==> src/rtl/mem_access_stage.sv <==
// MEM pipeline stage: converts EX/MEM load/store control into single-beat
// Wishbone master cycles. Stores get their data placed on the correct byte
// lanes. Load data is sign- or zero-extended from the addressed byte or half.
// Non-memory instructions pass through to MEMWBREG with no added latency.
module mem_access_stage #(
   parameter int ADDR_WIDTH = 32,
   parameter int DATA_WIDTH = 32
) (
   input  logic                  clk,
   input  logic                  reset,
   // request from EX/MEM
   input  logic                  mem_read_in,
   input  logic                  mem_write_in,
   input  logic [2:0]            funct3_in,
   input  logic [ADDR_WIDTH-1:0] addr_in,
   input  logic [DATA_WIDTH-1:0] store_data_in,
   input  logic [ADDR_WIDTH-1:0] PC_in,
   input  logic [4:0]            rd_addr_in,
   input  logic                  MemtoReg_in,
   input  logic                  RegWrite_in,
   // towards MEMWBREG
   output logic [ADDR_WIDTH-1:0] PC_out,
   output logic [ADDR_WIDTH-1:0] ALU_result_out,
   output logic [4:0]            rd_addr_out,
   output logic                  MemtoReg_out,
   output logic                  RegWrite_out,
   output logic [DATA_WIDTH-1:0] memory_data_out,
   output logic                  stall_req,
   output logic                  misalign_err,
   // Wishbone master
   output logic                  wb_cyc_o,
   output logic                  wb_stb_o,
   output logic                  wb_we_o,
   output logic [ADDR_WIDTH-1:0] wb_adr_o,
   output logic [31:0]           wb_dat_o,
   output logic [3:0]            wb_sel_o,
   input  logic [31:0]           wb_dat_i,
   input  logic                  wb_ack_i
);

   typedef enum logic [1:0] {IDLE, BUSY, DONE} state_t;

   state_t                  state_q, state_d;
   logic                    cyc_q, cyc_d;
   logic                    we_q, we_d;
   logic [ADDR_WIDTH-1:0]   adr_q, adr_d;
   logic [31:0]             dat_q, dat_d;
   logic [3:0]              sel_q, sel_d;
   logic [31:0]             rdata_q, rdata_d;
   logic [2:0]              funct3_q, funct3_d;
   logic [1:0]              off_q, off_d;

   logic                    is_load, is_store, is_req;
   logic                    size_ok, aligned, req_err, req_go;
   logic [3:0]              lane_sel;
   logic [31:0]             lane_dat;
   logic [7:0]              ld_byte;
   logic [15:0]             ld_half;
   logic [31:0]             ld_ext;

   // Decode request legality: size/sign code, direction and alignment.
   always_comb begin
      // NOTE: every always_comb output gets a default first so no path leaves it unassigned (no latch).
      is_load  = mem_read_in;                      // read+write together counts as a load
      is_store = mem_write_in & ~mem_read_in;
      is_req   = is_load | is_store;
      size_ok  = 1'b0;
      aligned  = 1'b0;
      case (funct3_in)
         3'b000: begin size_ok = 1'b1;    aligned = 1'b1;                 end
         3'b001: begin size_ok = 1'b1;    aligned = ~addr_in[0];          end
         3'b010: begin size_ok = 1'b1;    aligned = (addr_in[1:0] == 2'b00); end
         3'b100: begin size_ok = is_load; aligned = 1'b1;                 end
         3'b101: begin size_ok = is_load; aligned = ~addr_in[0];          end
         default: begin size_ok = 1'b0;   aligned = 1'b0;                 end
      endcase
      req_go  = is_req & size_ok & aligned;
      req_err = is_req & ~(size_ok & aligned);
   end

   // Byte-enable and lane-replicated store data for the current request.
   always_comb begin
      lane_sel = 4'b1111;
      lane_dat = store_data_in;
      case (funct3_in[1:0])
         2'b00: begin
            lane_sel = 4'b0001 << addr_in[1:0];
            lane_dat = {4{store_data_in[7:0]}};
         end
         2'b01: begin
            lane_sel = 4'b0011 << addr_in[1:0];
            lane_dat = {2{store_data_in[15:0]}};
         end
         default: begin
            lane_sel = 4'b1111;
            lane_dat = store_data_in;
         end
      endcase
   end

   // Next-state and registered bus controls for the IDLE/BUSY/DONE sequence.
   always_comb begin
      state_d  = state_q;
      cyc_d    = cyc_q;
      we_d     = we_q;
      adr_d    = adr_q;
      dat_d    = dat_q;
      sel_d    = sel_q;
      rdata_d  = rdata_q;
      funct3_d = funct3_q;
      off_d    = off_q;
      case (state_q)
         IDLE: begin
            if (req_go) begin
               state_d  = BUSY;
               cyc_d    = 1'b1;
               we_d     = is_store;
               adr_d    = {addr_in[ADDR_WIDTH-1:2], 2'b00};
               dat_d    = is_store ? lane_dat : 32'h0;
               sel_d    = lane_sel;
               funct3_d = funct3_in;
               off_d    = addr_in[1:0];
            end
         end
         BUSY: begin
            if (wb_ack_i) begin
               state_d = DONE;
               cyc_d   = 1'b0;
               rdata_d = we_q ? 32'h0 : wb_dat_i;   // stores deliver no data
            end
         end
         DONE:    state_d = IDLE;
         default: state_d = IDLE;
      endcase
   end

   // State and bus register update; reset aborts any bus cycle at once.
   always_ff @(posedge clk or negedge reset) begin
      if (!reset) begin
         state_q  <= IDLE;
         cyc_q    <= 1'b0;
         we_q     <= 1'b0;
         adr_q    <= '0;
         dat_q    <= 32'h0;
         sel_q    <= 4'h0;
         rdata_q  <= 32'h0;
         funct3_q <= 3'b000;
         off_q    <= 2'b00;
      end else begin
         // NOTE: non-blocking assignments so every flop samples pre-edge values.
         state_q  <= state_d;
         cyc_q    <= cyc_d;
         we_q     <= we_d;
         adr_q    <= adr_d;
         dat_q    <= dat_d;
         sel_q    <= sel_d;
         rdata_q  <= rdata_d;
         funct3_q <= funct3_d;
         off_q    <= off_d;
      end
   end

   // Extract and extend the addressed byte/half of the captured word.
   always_comb begin
      ld_byte = rdata_q[{off_q, 3'b000} +: 8];
      ld_half = rdata_q[{off_q[1], 4'b0000} +: 16];
      case (funct3_q)
         3'b000:  ld_ext = {{24{ld_byte[7]}}, ld_byte};
         3'b100:  ld_ext = {24'h0, ld_byte};
         3'b001:  ld_ext = {{16{ld_half[15]}}, ld_half};
         3'b101:  ld_ext = {16'h0, ld_half};
         default: ld_ext = rdata_q;
      endcase
   end

   assign stall_req       = ((state_q == IDLE) & req_go) | (state_q == BUSY);
   assign misalign_err    = reset & (state_q == IDLE) & req_err;
   assign memory_data_out = (state_q == DONE) ? ld_ext : '0;

   assign PC_out         = PC_in;
   assign ALU_result_out = addr_in;
   assign rd_addr_out    = rd_addr_in;
   assign MemtoReg_out   = MemtoReg_in;
   assign RegWrite_out   = RegWrite_in & ~misalign_err;

   assign wb_cyc_o = cyc_q;
   assign wb_stb_o = cyc_q;
   assign wb_we_o  = we_q;
   assign wb_adr_o = adr_q;
   assign wb_dat_o = dat_q;
   assign wb_sel_o = sel_q;

endmodule

==> config.mk <==
export PLATFORM = sky130hd
export DESIGN_NAME = mem_access_stage
export DESIGN_NICKNAME = d
export VERILOG_FILES = /design/src/rtl/mem_access_stage.sv
export SDC_FILE = /design/constraint.sdc
export NUM_CORES = 1
export LEC_CHECK = 0
export CAP_MARGIN = 0
export CORE_UTILIZATION = 39
export CTS_CLUSTER_DIAMETER = 80
export DETAILED_ROUTE_END_ITERATION = 8
export MAX_ROUTING_LAYER = met4
export PLACE_DENSITY_LB_ADDON = 0.05
export SLEW_MARGIN = 25
export SYNTH_ARGS = -nofsm -noshare
export SYNTH_HDL_FRONTEND = slang
export SYNTH_SLANG_ARGS = --single-unit
==> constraint.sdc <==
create_clock -name clk -period 2.55 [get_ports clk]
set_input_delay 0.3825 -clock clk [delete_from_list [all_inputs] [get_ports clk]]
set_output_delay 0.3825 -clock clk [all_outputs]
set_load 0.05 [all_outputs]
==> results.txt <==
Final min period: 2.49 ns
maximum clock path buffer count: 2
NumNets Final: 880
# DRC: 0
design area: 8510 µm²
Setup Skew: 0.00588 ns
Final Util: 0.585
Synth Register Bits: 107
Port Buf Inserts: 240
slowest stage cell on the critical path: dfrtp_1
# IOs: 319
critical-path cell list: buf_4 -> o21ai_0 -> nand2_1 -> a221oi_2 -> buf_12
setup violators final: 0
CP Class: register to output pin
final WL: 17,500 µm
Max IR drop VDD: 0.506 mV
FF-to-FF setup slack: 0.68 ns
slowest stage delay, CP: 0.44 ns
RePlAce Congestion: 0.843
FF-to-FF path depth: 3
first-pass GRT wire length: 26,400 µm
root buffer cell: clkbuf_16
Seq/Total Area, Yosys: 0.462
Syn. warnings: 0
Worst-Margin Slew: 0.662 ns
PD cells: 992 nW/µm²
DRT antenna net count: 0
static leakage: 0.00360 µW
multi-input logic area: 2440 µm²
core area: 14,500 µm²
TritonCTS clock tree: yes
largest area contributor in the netlist: dfrtp_1
number of synthesized flops with an enable pin: 0
gr ovfl total: 0
register area: 2680 µm²
Avg Inst Size Synth: 10.2 µm²
DIE AREA: 15,300 µm²
Max-slew headroom: 0.556
share of post-route cells with drive strength above 1: 0.150
later-pin clock latency in the skew report: 0.35 ns
period utilization: 0.976
Setup TNS Final: 0 ns
Arr. time, crit path: 2.11 ns
Routed WL per cell: 18.9 µm
status: finished clean
Cells after Synth: 568
synth top area cells: dfrtp_1 (46%), buf_4 (9.5%), mux2_1 (6.0%)
hpwl dp: 13,000 µm
Fin. Hold Viols: 0
initial antenna violation count: 0
commonest non-fill, non-tap cell in the layout: clkdlybuf4s50_1
critical path data required time: 2.17 ns
ys async rst share: 1.00
worst slack at placement: -0.119 ns
placed instance area: 8070 µm²
FP Rows: 44
Synth Flop Type: dfrtp_1
largest net degree at the start of global routing: 46
initial drt markers: 261
Distinct cells, synth: 44
CP Max Fanout: 22
Setup crit end kind: output pin
Initial Util: 0.399
DRT Pass-1 Iters: 4
Mapped Area: 5790 µm²
Worst setup SP type: register
fill count: 1,235
Max Cap Violations: 0
Num CTS Buffers: 9
total power: 8440 µW
Hold/Removal Path Class: primary input to async pin
CTS H-Tree Depth: 3
Slew Viols, Final: 0
commonest non-fill, non-tap cells in the layout: clkdlybuf4s50_1 (202), dfrtp_1 (106), o21ai_0 (53), nand2_1 (49), buf_4 (41)
fin worst setup slack: 0.0599 ns
die height: 124 µm
TritonCTS Sinks: 107
vias per cell: 5.22
Die W: 124 µm
fmax: 402 MHz
Reg clk slew, reported paths: 0.07 ns
vias in the first global route: 4,915
ant diodes: 0
area grow syn2layout: 46.8%
Post-CTS Setup Bufs: 0
Vias: 4,836
Yosys top cell area share: 0.462
all-layer global routing usage: 0.239
power breakdown:
part	internal, µW	switching [µW]	total [µW]
combinational	1530	2590	4110
sequential	2270	433	2700
clock	984	633	1620
registers in the layout, summed over array words and instances, names as in the netlist, 2 cells and up:
register,count
state_q,2
wb_adr_o,30
rdata_q,32
wb_sel_o,4
wb_dat_o,32
off_q,2
funct3_q,3
timing repair:
action                                 in CTS  in global routing
endpoints found under the hold margin      22                  0
pin swaps                                   0                  0
setup endpoints to repair                  11                 26
cloned                                      0                  0
gates resized for setup                     9                  7
hold buffers                                1                  0
cells by family (layout without fill, tap and decap cells):
family,count (synthesis),count (layout),synth area share
buf+inv,125,298,0.134
flops,107,107,0.462
mux,66,66,0.125
compound gates,142,142,0.167
other cells,1,2,0.000647
simple gates,127,127,0.111
final timing paths:
check / startpoint / end
min in group clk: wb_adr_o[28]$_DFFE_PN0P_ / wb_adr_o[28]$_DFFE_PN0P_
worst min-delay path: reset / wb_dat_o[3]$_DFFE_PN0P_
worst min register to register: wb_adr_o[28]$_DFFE_PN0P_ / wb_adr_o[28]$_DFFE_PN0P_
worst max-delay path: off_q[1]$_DFFE_PN0P_ / memory_data_out[9]
max in group asynchronous: reset / rdata_q[27]$_DFFE_PN0P_
worst max register to register: state_q[1]$_DFFE_PN0P_ / wb_dat_o[21]$_DFFE_PN0P_
per-stage QoR:
step / cells / hold WS [ns]
detailed placement: 909 / 0.312
CTS: 926 / 0.464
finish: 926 / 0.467
global placement: 909 / 0.314
floorplan: 569 / 0.0869
global route: 926 / 0.487
routing by layer:
metal | track usage | vias to the layer above | wire, µm
li1 | - | 2262 | -
met1 | 0.289 | 2347 | 7210
met2 | 0.388 | 177 | 8820
met3 | 0.0595 | 50 | 1030
met4 | 0.0841 | 0 | 398
met5 | - | - | 0
worst max-delay path, delay by kind of cell, from the launching register on:
family	cells	cell delay (ns)
compound gates	2	0.75
simple gates	1	0.13
buf+inv	2	0.42
flops	1	0.44
Yosys cell counts, types with 2 or more instances:
library cell,instances
nand2_1,50
nor3_1,4
inv_1,16
mux2_1,31
a32o_1,8
mux2_2,8
nand2b_1,24
a22o_1,13
buf_6,3
o2bb2ai_1,15
mux2i_1,26
buf_2,8
o21ai_1,2
a221o_1,2
o21ai_0,54
nor4_1,2
buf_4,73
nand3b_1,12
o221a_2,5
a21oi_1,23
nor2_1,27
nor2b_1,2
o21a_1,2
and2_1,2
clkbuf_1,23
dfrtp_1,107
o22ai_1,3
a221oi_1,7
cell type report:
class | instances | area share
clock buffers | 11 | 0.0285
clock inverters | 5 | 0.0118
inverters | 17 | 0.00750
repair buffers | 265 | 0.323
multi-input cells | 337 | 0.287
well taps | 184 | 0.0271
flip-flops and latches | 107 | 0.315
Power figures use the tool's default switching activity.
